**config.mk**
```make
export PLATFORM = sky130hd
export DESIGN_NAME = rep_sig_gen
export DESIGN_NICKNAME = d
export VERILOG_FILES = /design/src/rtl/sam_tok_pkg.sv /design/src/rtl/reg_fifo.sv /design/src/rtl/rep_sig_gen.sv
export SDC_FILE = /design/constraint.sdc
export NUM_CORES = 1
export LEC_CHECK = 0
export BUFFER_PORTS_ARGS = -buffer_cell sky130_fd_sc_hd__buf_2
export CAP_MARGIN = 0
export CORE_UTILIZATION = 40
export CTS_BUF_LIST = sky130_fd_sc_hd__clkbuf_4 sky130_fd_sc_hd__clkbuf_8
export DETAILED_ROUTE_END_ITERATION = 6
export GPL_ROUTABILITY_DRIVEN = 0
export HOLD_SLACK_MARGIN = 0.1
export PLACE_DENSITY = 0.63
export SLEW_MARGIN = 10
export SYNTH_ARGS = -nofsm -noshare
export SYNTH_HDL_FRONTEND = slang
export SYNTH_SLANG_ARGS = --single-unit
```
**constraint.sdc**
```tcl
create_clock -name clk -period 2.4 [get_ports clk]
set_input_delay 0.36 -clock clk [delete_from_list [all_inputs] [get_ports clk]]
set_output_delay 0.36 -clock clk [all_outputs]
set_load 0.02 [all_outputs]
```
**src/rtl/sam_tok_pkg.sv**
```systemverilog
// sam_tok_pkg: stream token encoding and helpers shared by sparse-stream blocks
package sam_tok_pkg;
  localparam int DATA_W = 17;
  typedef logic [DATA_W-1:0] tok_t;
  localparam tok_t TOK_DONE = 17'h10100;
  localparam tok_t TOK_R = 17'h00001;
  typedef enum logic [1:0] {START, PASS, DONE} rsg_state_e;
  function automatic logic is_ctrl(tok_t t);
    return t[16];
  endfunction
  function automatic logic is_stop(tok_t t);
    return t[16] && t[15:8] == 8'h00;
  endfunction
  function automatic logic is_done(tok_t t);
    return t == TOK_DONE;
  endfunction
endpackage

```
**src/rtl/reg_fifo.sv**
```systemverilog
// reg_fifo: register-based FIFO with registered output, flush and clock enable
module reg_fifo #(
  parameter int DATA_W = 17,
  parameter int DEPTH = 2
) (
  input  logic              clk,
  input  logic              rst_n,
  input  logic              clk_en,
  input  logic              flush,
  input  logic              push,
  input  logic              pop,
  input  logic [DATA_W-1:0] din,
  output logic [DATA_W-1:0] dout,
  output logic              full,
  output logic              empty
);
  localparam int AW = $clog2(DEPTH);
  logic [DATA_W-1:0] mem [DEPTH];
  logic [AW-1:0] wp, rp;
  logic [AW:0] cnt;
  logic do_push, do_pop;
  assign full = cnt == (AW+1)'(DEPTH);
  assign empty = cnt == '0;
  assign do_push = push && !full;
  assign do_pop = pop && !empty;
  assign dout = mem[rp];
  always_ff @(posedge clk or negedge rst_n) begin
    if (!rst_n) begin
      wp <= '0;
      rp <= '0;
      cnt <= '0;
      for (int i = 0; i < DEPTH; i++) mem[i] <= '0;
    end else if (clk_en) begin
      if (flush) begin
        wp <= '0;
        rp <= '0;
        cnt <= '0;
      end else begin
        if (do_push) begin
          mem[wp] <= din;
          wp <= wp + AW'(1);
        end
        if (do_pop) rp <= rp + AW'(1);
        cnt <= cnt + (AW+1)'(do_push) - (AW+1)'(do_pop);
      end
    end
  end
endmodule

```
**src/rtl/rep_sig_gen.sv**
```systemverilog
// rep_sig_gen: maps coordinate tokens to repeat tokens, passing stop/done through
module rep_sig_gen
  import sam_tok_pkg::*;
#(
  parameter int FIFO_DEPTH = 2
) (
  input  logic              clk,
  input  logic              rst_n,
  input  logic              clk_en,
  input  logic              flush,
  input  logic              tile_en,
  input  logic [DATA_W-1:0] base_data_in,
  input  logic              base_data_in_valid,
  output logic              base_data_in_ready,
  output logic [DATA_W-1:0] repsig_data_out,
  output logic              repsig_data_out_valid,
  input  logic              repsig_data_out_ready,
  output logic [15:0]       rep_count
);
  rsg_state_e state;
  tok_t in_dout, out_dout, out_din;
  logic in_full, in_empty, out_full, out_empty;
  logic alive, run, xfer;
  assign run = clk_en && tile_en;
  // alive keeps ready low while reset is held and until the first clock after release
  assign base_data_in_ready = alive && run && !in_full;
  assign repsig_data_out_valid = run && !out_empty;
  assign repsig_data_out = repsig_data_out_valid ? out_dout : '0;
  assign xfer = run && state == PASS && !in_empty && !out_full;
  assign out_din = is_ctrl(in_dout) ? in_dout : TOK_R;
  reg_fifo #(.DATA_W(DATA_W), .DEPTH(FIFO_DEPTH)) u_in_fifo (
    .clk(clk), .rst_n(rst_n), .clk_en(clk_en), .flush(flush),
    .push(base_data_in_valid && base_data_in_ready), .pop(xfer),
    .din(base_data_in), .dout(in_dout), .full(in_full), .empty(in_empty)
  );
  reg_fifo #(.DATA_W(DATA_W), .DEPTH(FIFO_DEPTH)) u_out_fifo (
    .clk(clk), .rst_n(rst_n), .clk_en(clk_en), .flush(flush),
    .push(xfer), .pop(repsig_data_out_valid && repsig_data_out_ready),
    .din(out_din), .dout(out_dout), .full(out_full), .empty(out_empty)
  );
  always_ff @(posedge clk or negedge rst_n) begin
    if (!rst_n) begin
      state <= START;
      rep_count <= '0;
      alive <= 1'b0;
    end else if (clk_en) begin
      alive <= 1'b1;
      if (flush) begin
        state <= START;
        rep_count <= '0;
      end else if (tile_en) begin
        unique case (state)
          START: if (!in_empty) state <= PASS;
          PASS: if (xfer) begin
            if (!is_ctrl(in_dout) && rep_count != 16'hFFFF) rep_count <= rep_count + 16'd1;
            if (is_done(in_dout)) state <= DONE;
          end
          DONE: begin
            rep_count <= '0;
            state <= START;
          end
          default: state <= START;
        endcase
      end
    end
  end
endmodule

```
### Word level (Yosys, flattened, before mapping)

Cells that the tools add are included.

* $add $sub $neg: 9
* multipliers: 0
* divide/modulo/power cells: 0
* $lt $le $gt $ge: 6
* equality and inequality tests: 10
* shift-type cells: 0
* multiplexer cells: 35
* bitwise logic cells: 5
* reductions and logical operators: 38

Operator list (count)
* $mux W17: 10
* $bwmux W34: 2
* $mux W16: 4
* $demux W17 S1: 2
* $pmux W16 S2: 1
* $eq A17 B17 Y1 const B: 1
* $add A16 B1 Y16 const B: 1
* $logic_and A1 B1 Y1: 16
* $ne A16 B16 Y1 const B: 1
* $mux W2: 7
* $reduce_and A5 Y1: 2
* $reduce_bool A2 Y1: 5
* $ne A3 B2 Y1 const B: 3
* $ge A2 B2 Y1 const B: 4
* $mux W1: 8
* $not A1 Y2: 4
* $reduce_and A2 Y1: 4
* $eq A2 B2 Y1 const B: 3
* $logic_not A2 Y1: 3
* $reduce_and A3 Y1: 2
* $logic_not A1 Y1: 5
* $add A1 B1 Y1 const B: 4
* $add A2 B1 Y2: 2
* $lt A2 B1 Y1 const B: 2
* 6 further kinds: 7

* flip-flop bits (word level): 95
* latch bits: 0
* memory bits (writable): 0
* memory bits (read-only): 0
* bits of input ports: 24
* output and inout port bits: 35
* word-level logic and storage cells: 116
* memories kept: 0

### Longest topological paths before layout

* depth in word-level cells: 11
* gate-level depth with buffers: 10

### Cells and area by module

A second synthesis with hierarchy kept.

* cell total of the unflattened synthesis: 414
* area total of the unflattened synthesis: 5163.7 µm²

Modules (own cells, without submodules)
* reg_fifo (u_out_fifo): times used 1, cells an instance 118, area an instance 1829.3 µm²
* reg_fifo (u_in_fifo): times used 1, cells an instance 118, area an instance 1825.5 µm²
* rep_sig_gen: times used 1, cells an instance 178, area an instance 1508.9 µm²

### Least setup slack after synthesis

OpenSTA, ideal clock, no wires.

* path kind: input port to flip-flop
* start: in clk_en
* end: reg u_out_fifo.cnt[1]
* setup time: 0.121 ns
* arrival: 2.158 ns
* required time: 2.279 ns
* path slack: 0.121 ns
* stages on the path: 10
* buffers on the path: 0
* cell sequence: and2_1 > o21ai_1 > inv_1 > and2_1 > ha_1 > inv_1 > ha_1 > xor2_1 > o21ai_0 > a22o_1

* elaborated cells between the ends (all ways): 11
* classes of those cells: add/sub: 2; mux: 1; reduce/logical: 8

RTL lines
* start: declaration: RTL line rep_sig_gen.sv:9 `input logic clk_en,`
* $logic_and A1 B1 Y1: RTL line rep_sig_gen.sv:24 `assign run = clk_en && tile_en;`
* $logic_and A1 B1 Y1: RTL line rep_sig_gen.sv:27 `assign repsig_data_out_valid = run && !out_empty;`
* net repsig_data_out_valid: RTL line rep_sig_gen.sv:16 `output logic repsig_data_out_valid,`
* $logic_and A1 B1 Y1: RTL line rep_sig_gen.sv:38 `.push(xfer), .pop(repsig_data_out_valid && repsig_data_out_ready),`
* $logic_and A1 B1 Y1: RTL line reg_fifo.sv:25 `assign do_pop = pop && !empty;`
* $sub A2 B1 Y2: RTL line reg_fifo.sv:44 `cnt <= cnt + (AW+1)'(do_push) - (AW+1)'(do_pop);`
* $mux W2: RTL line reg_fifo.sv:34 `if (flush) begin`
* end signal: assignment: RTL line reg_fifo.sv:44
* end: declaration: RTL line reg_fifo.sv:20 `logic [AW:0] cnt;`

The timed path passes the listed nets, and every way through them passes these cells.
A chain may end at the register's enable or synchronous reset.

### Worst setup path after layout

* start: reg u_out_fifo.cnt[1]
* end: reg u_in_fifo.cnt[1]

* cells in the longest elaborated chain, start to end: 6

Ends and longest elaborated chain
* $eq A2 B2 Y1: RTL line reg_fifo.sv:22 `assign full = cnt == (AW+1)'(DEPTH);`
* $logic_not A1 Y1: RTL line rep_sig_gen.sv:29 `assign xfer = run && state == PASS && !in_empty && !out_full;`
* $logic_and A1 B1 Y1: RTL line rep_sig_gen.sv:29
* $logic_and A1 B1 Y1: RTL line reg_fifo.sv:25
* $sub A2 B1 Y2: RTL line reg_fifo.sv:44
* $mux W2: RTL line reg_fifo.sv:34
* end signal: assignment: RTL line reg_fifo.sv:44
* end: declaration: RTL line reg_fifo.sv:20

Every way passes these cells.

==> out/metrics.cfg <==
[outcome]
status = finished, violations left
failed_checks = design-rule violations

[clock_network]
path_clk_slew_ns = 0.10
ctsResizeCount = 0
h-tree-depth = 3
cts_buffers = 9
cts_buffer_depth = 2
cts_sinks = 95
worstSkewPairLatency_ns = 0.37
cts_root_buf = clkbuf_8
cts_tree = done

[logic_synthesis]
synth_seq_area_share_pct = 49.16
synthArstFlopShare_pct = 100.0
synth-edff-count = 0
netlist_instances = 423
synth.avg_cell_area_um2 = 11.43
synth_seq_cells = 95
synth_top_area_cell = dfrtp_1
synth_area_leaders = dfrtp_1 (49%), mux2_2 (14%), mux2i_1 (6.8%), nor2_1 (3.6%), o21ai_0 (1.9%)
synth_area_um2 = 4836
synth-main-ff-cell = dfrtp_1
synthDistinctLibCells = 64
syn_nets = 452
synth-warning-count = 0
yosysTopAreaCellShare_pct = 49.16

[sta]
fin_crit_sh_pct = 87.70
tightestPinTransition_ns = 0.7242
finalSetupViolCount = 0
hold_violations = 0
slew_violations = 0
finClkSkew_ns = 0.01267
rsz0062_at_grt = false
fmax_ghz = 0.4751
max_slew_margin_pct = 51.21
fin_crit_ns = 2.105
fin_setup_tns_ns = 0

[worst_setup_path]
worstReg2RegStart = u_out_fifo.cnt[1]$_DFFE_PN0P_
crit_end = u_in_fifo.cnt[1]$_DFFE_PN0P_
cpLargestDelayFamily = compound AO/OA/AOI/OAI gates
crit_type = flip-flop to flip-flop
critical_path.cell_chain = inv_1 > o22ai_2 > nor3_1 > ha_1 > inv_1 > ha_1 > xor2_1 > o21ai_0 > a22o_1
startpoint = u_out_fifo.cnt[1]$_DFFE_PN0P_
slowest_delay_ns = 0.44
rrSetupSlack_ns = 0.30
cp.buffers_inverters = 2
crit_arrival_ns = 2.37
cp_slowest_cell = dfrtp_1
crit_cells = 9
ff2ff_path_depth = 9
crit_path_end_kind = flip-flop
worstReg2RegEnd = u_in_fifo.cnt[1]$_DFFE_PN0P_
cp_max_fo = 8
cp.required_ns = 2.66
cp-start-kind = flip-flop

[floorplanning]
floorplan.initialDensity_pct = 41.64
row_count = 39
io-pin-count = 59
core_um2 = 11610
die_w_um = 112.0
dieArea_um2 = 12530
die_h_um = 112.0

[grt]
grt.total_usage_pct = 18.19
antenna_found_initial = 0
grt_pass1_wl_um = 17940
grt_max_degree = 35
overflow = 0
grt_pass1_vias = 3572

[layout]
drive_above_1_share_pct = 33.94
fillers = 1060
layout_common_cells = dfrtp_1 (95), mux2_2 (60), buf_2 (57)
layout_commonest_cell = dfrtp_1
antenna_cells = 0
area_growth_pct = 14.83
final_util_pct = 47.81
nets = 522

[route]
drtIter0Drc = 240
wl_per_cell_um = 16.84
ant_nets = 0
first_pass_iters = 7
finalWirelength_um = 10800
vias = 3568
drcViolationCount = 5
drt-vias-per-instance = 5.566

[place]
io_buffers = 58
hpwl_um = 7888

[hold_path]
hold_class = input port to flip-flop

[pwr]
powerDensity_nw_per_um2 = 707.2
ir_drop_v = 0.0004407
leakage_nw = 2.552

[flow_run]
drv_cap = 0

[kinds of logic after synthesis]
logic type      Yosys count  share of synthesized area, %
simple gates            121                         13.38
buf+inv                  31                         3.053
mux                      99                         22.43
fa+ha+maj                 5                         1.294
flops                    95                         49.16
xor+xnor                  4                        0.7246
compound gates           68                         9.961
[worst min path at each step]
stage	from	endpoint	slack (ns)	depth (start not counted)
6_report	base_data_in[5]	u_in_fifo.mem[5]$_DFFE_PN0P_	0.23	2
5_1_grt	base_data_in[8]	u_in_fifo.mem[8]$_DFFE_PN0P_	0.22	2
4_1_cts	base_data_in[5]	u_in_fifo.mem[5]$_DFFE_PN0P_	0.21	2
3_5_place_dp	rst_n	rep_count[1]$_DFFE_PN0P_	0.34	1
3_3_place_gp	rst_n	rep_count[2]$_DFFE_PN0P_	0.34	1
2_1_floorplan	rst_n	alive$_DFFE_PN0P_	0.06	0
[layer usage]
metal / part of all wire, % / vias to the layer above / track usage (%) / wire, µm
met5: 0 / - / 0 / 0
met4: 1.6 / 0 / 6.222 / 174
met3: 4.4 / 16 / 4.573 / 471
met2: 48 / 101 / 30.39 / 5147
met1: 46 / 1769 / 22.99 / 5002
li1: - / 1682 / - / -
[synthesized netlist by cell type (2+ instances only)]
cell type  instances
nand3_2            2
xor2_1             2
nor3_1             7
a21oi_1            4
buf_4              2
o211ai_1           2
o31ai_1            5
o22ai_1            2
nor4_1             6
o21ai_1            5
dfrtp_1           95
and2_1             2
mux2_1             5
buf_6              2
mux2_2            60
inv_1             14
clkbuf_1           6
xnor2_1            2
nand2_1           17
o21ai_0           18
and4_1             2
a22o_1             2
nand2b_1           5
nand3_1            7
nand2_2            2
nor2_1            46
buf_2              6
or2_2              2
nand4_1            8
nor4b_1            4
a41oi_1            4
mux2i_1           33
ha_1               5
o21bai_1           2
a31oi_1            8
[area by class of cell]
cell class                      count  area, µm²  share of cell area [%]
Clock buffer                        9      123.9                   2.231
Clock inverter                      7      78.83                   1.420
Inverter                           14      52.55                  0.9464
Multi-Input combinational cell    297       2311                   41.62
Sequential cell                    95       2377                   42.81
Tap cell                          143      178.9                   3.222
Timing Repair Buffer               76      430.4                   7.751
[where the power goes]
group          switching, mW  internal (mW)
combinational          0.463          0.394
sequential             0.176           1.81
clock                  0.585          0.496
total                   1.22           2.70
[stage by stage]
| stage | cell area (µm²) | setup WS (ns) | hold slack (ns) | total power [mW] | std cells |
|---|---|---|---|---|---|
| after floorplan | 4836 | 0.1208 | 0.06441 | 2.602 | 423 |
| after global placement | 5340 | 0.3221 | 0.3373 | 2.843 | 624 |
| after detailed placement | 5340 | 0.2093 | 0.3427 | 2.883 | 624 |
| after CTS | 5553 | 0.2852 | 0.2106 | 3.976 | 641 |
| after global routing | 5553 | 0.08619 | 0.2169 | 4.145 | 641 |
| final | 5553 | 0.2952 | 0.2307 | 3.927 | 641 |
[repair_timing]
action,4_1_cts,5_1_grt
hold buffers,1,0
buffers inserted,0,0
hold endpoints to repair,31,0
[registers in the layout, indices dropped and copies added, names as in the netlist]
name and cells:
u_out_fifo.rp 1, u_in_fifo.wp 1, u_in_fifo.mem 34, u_in_fifo.rp 1, u_in_fifo.cnt 2, state 2
u_out_fifo.cnt 2, u_out_fifo.wp 1, alive 1, rep_count 16, u_out_fifo.mem 34
Power figures use the tool's default switching activity.
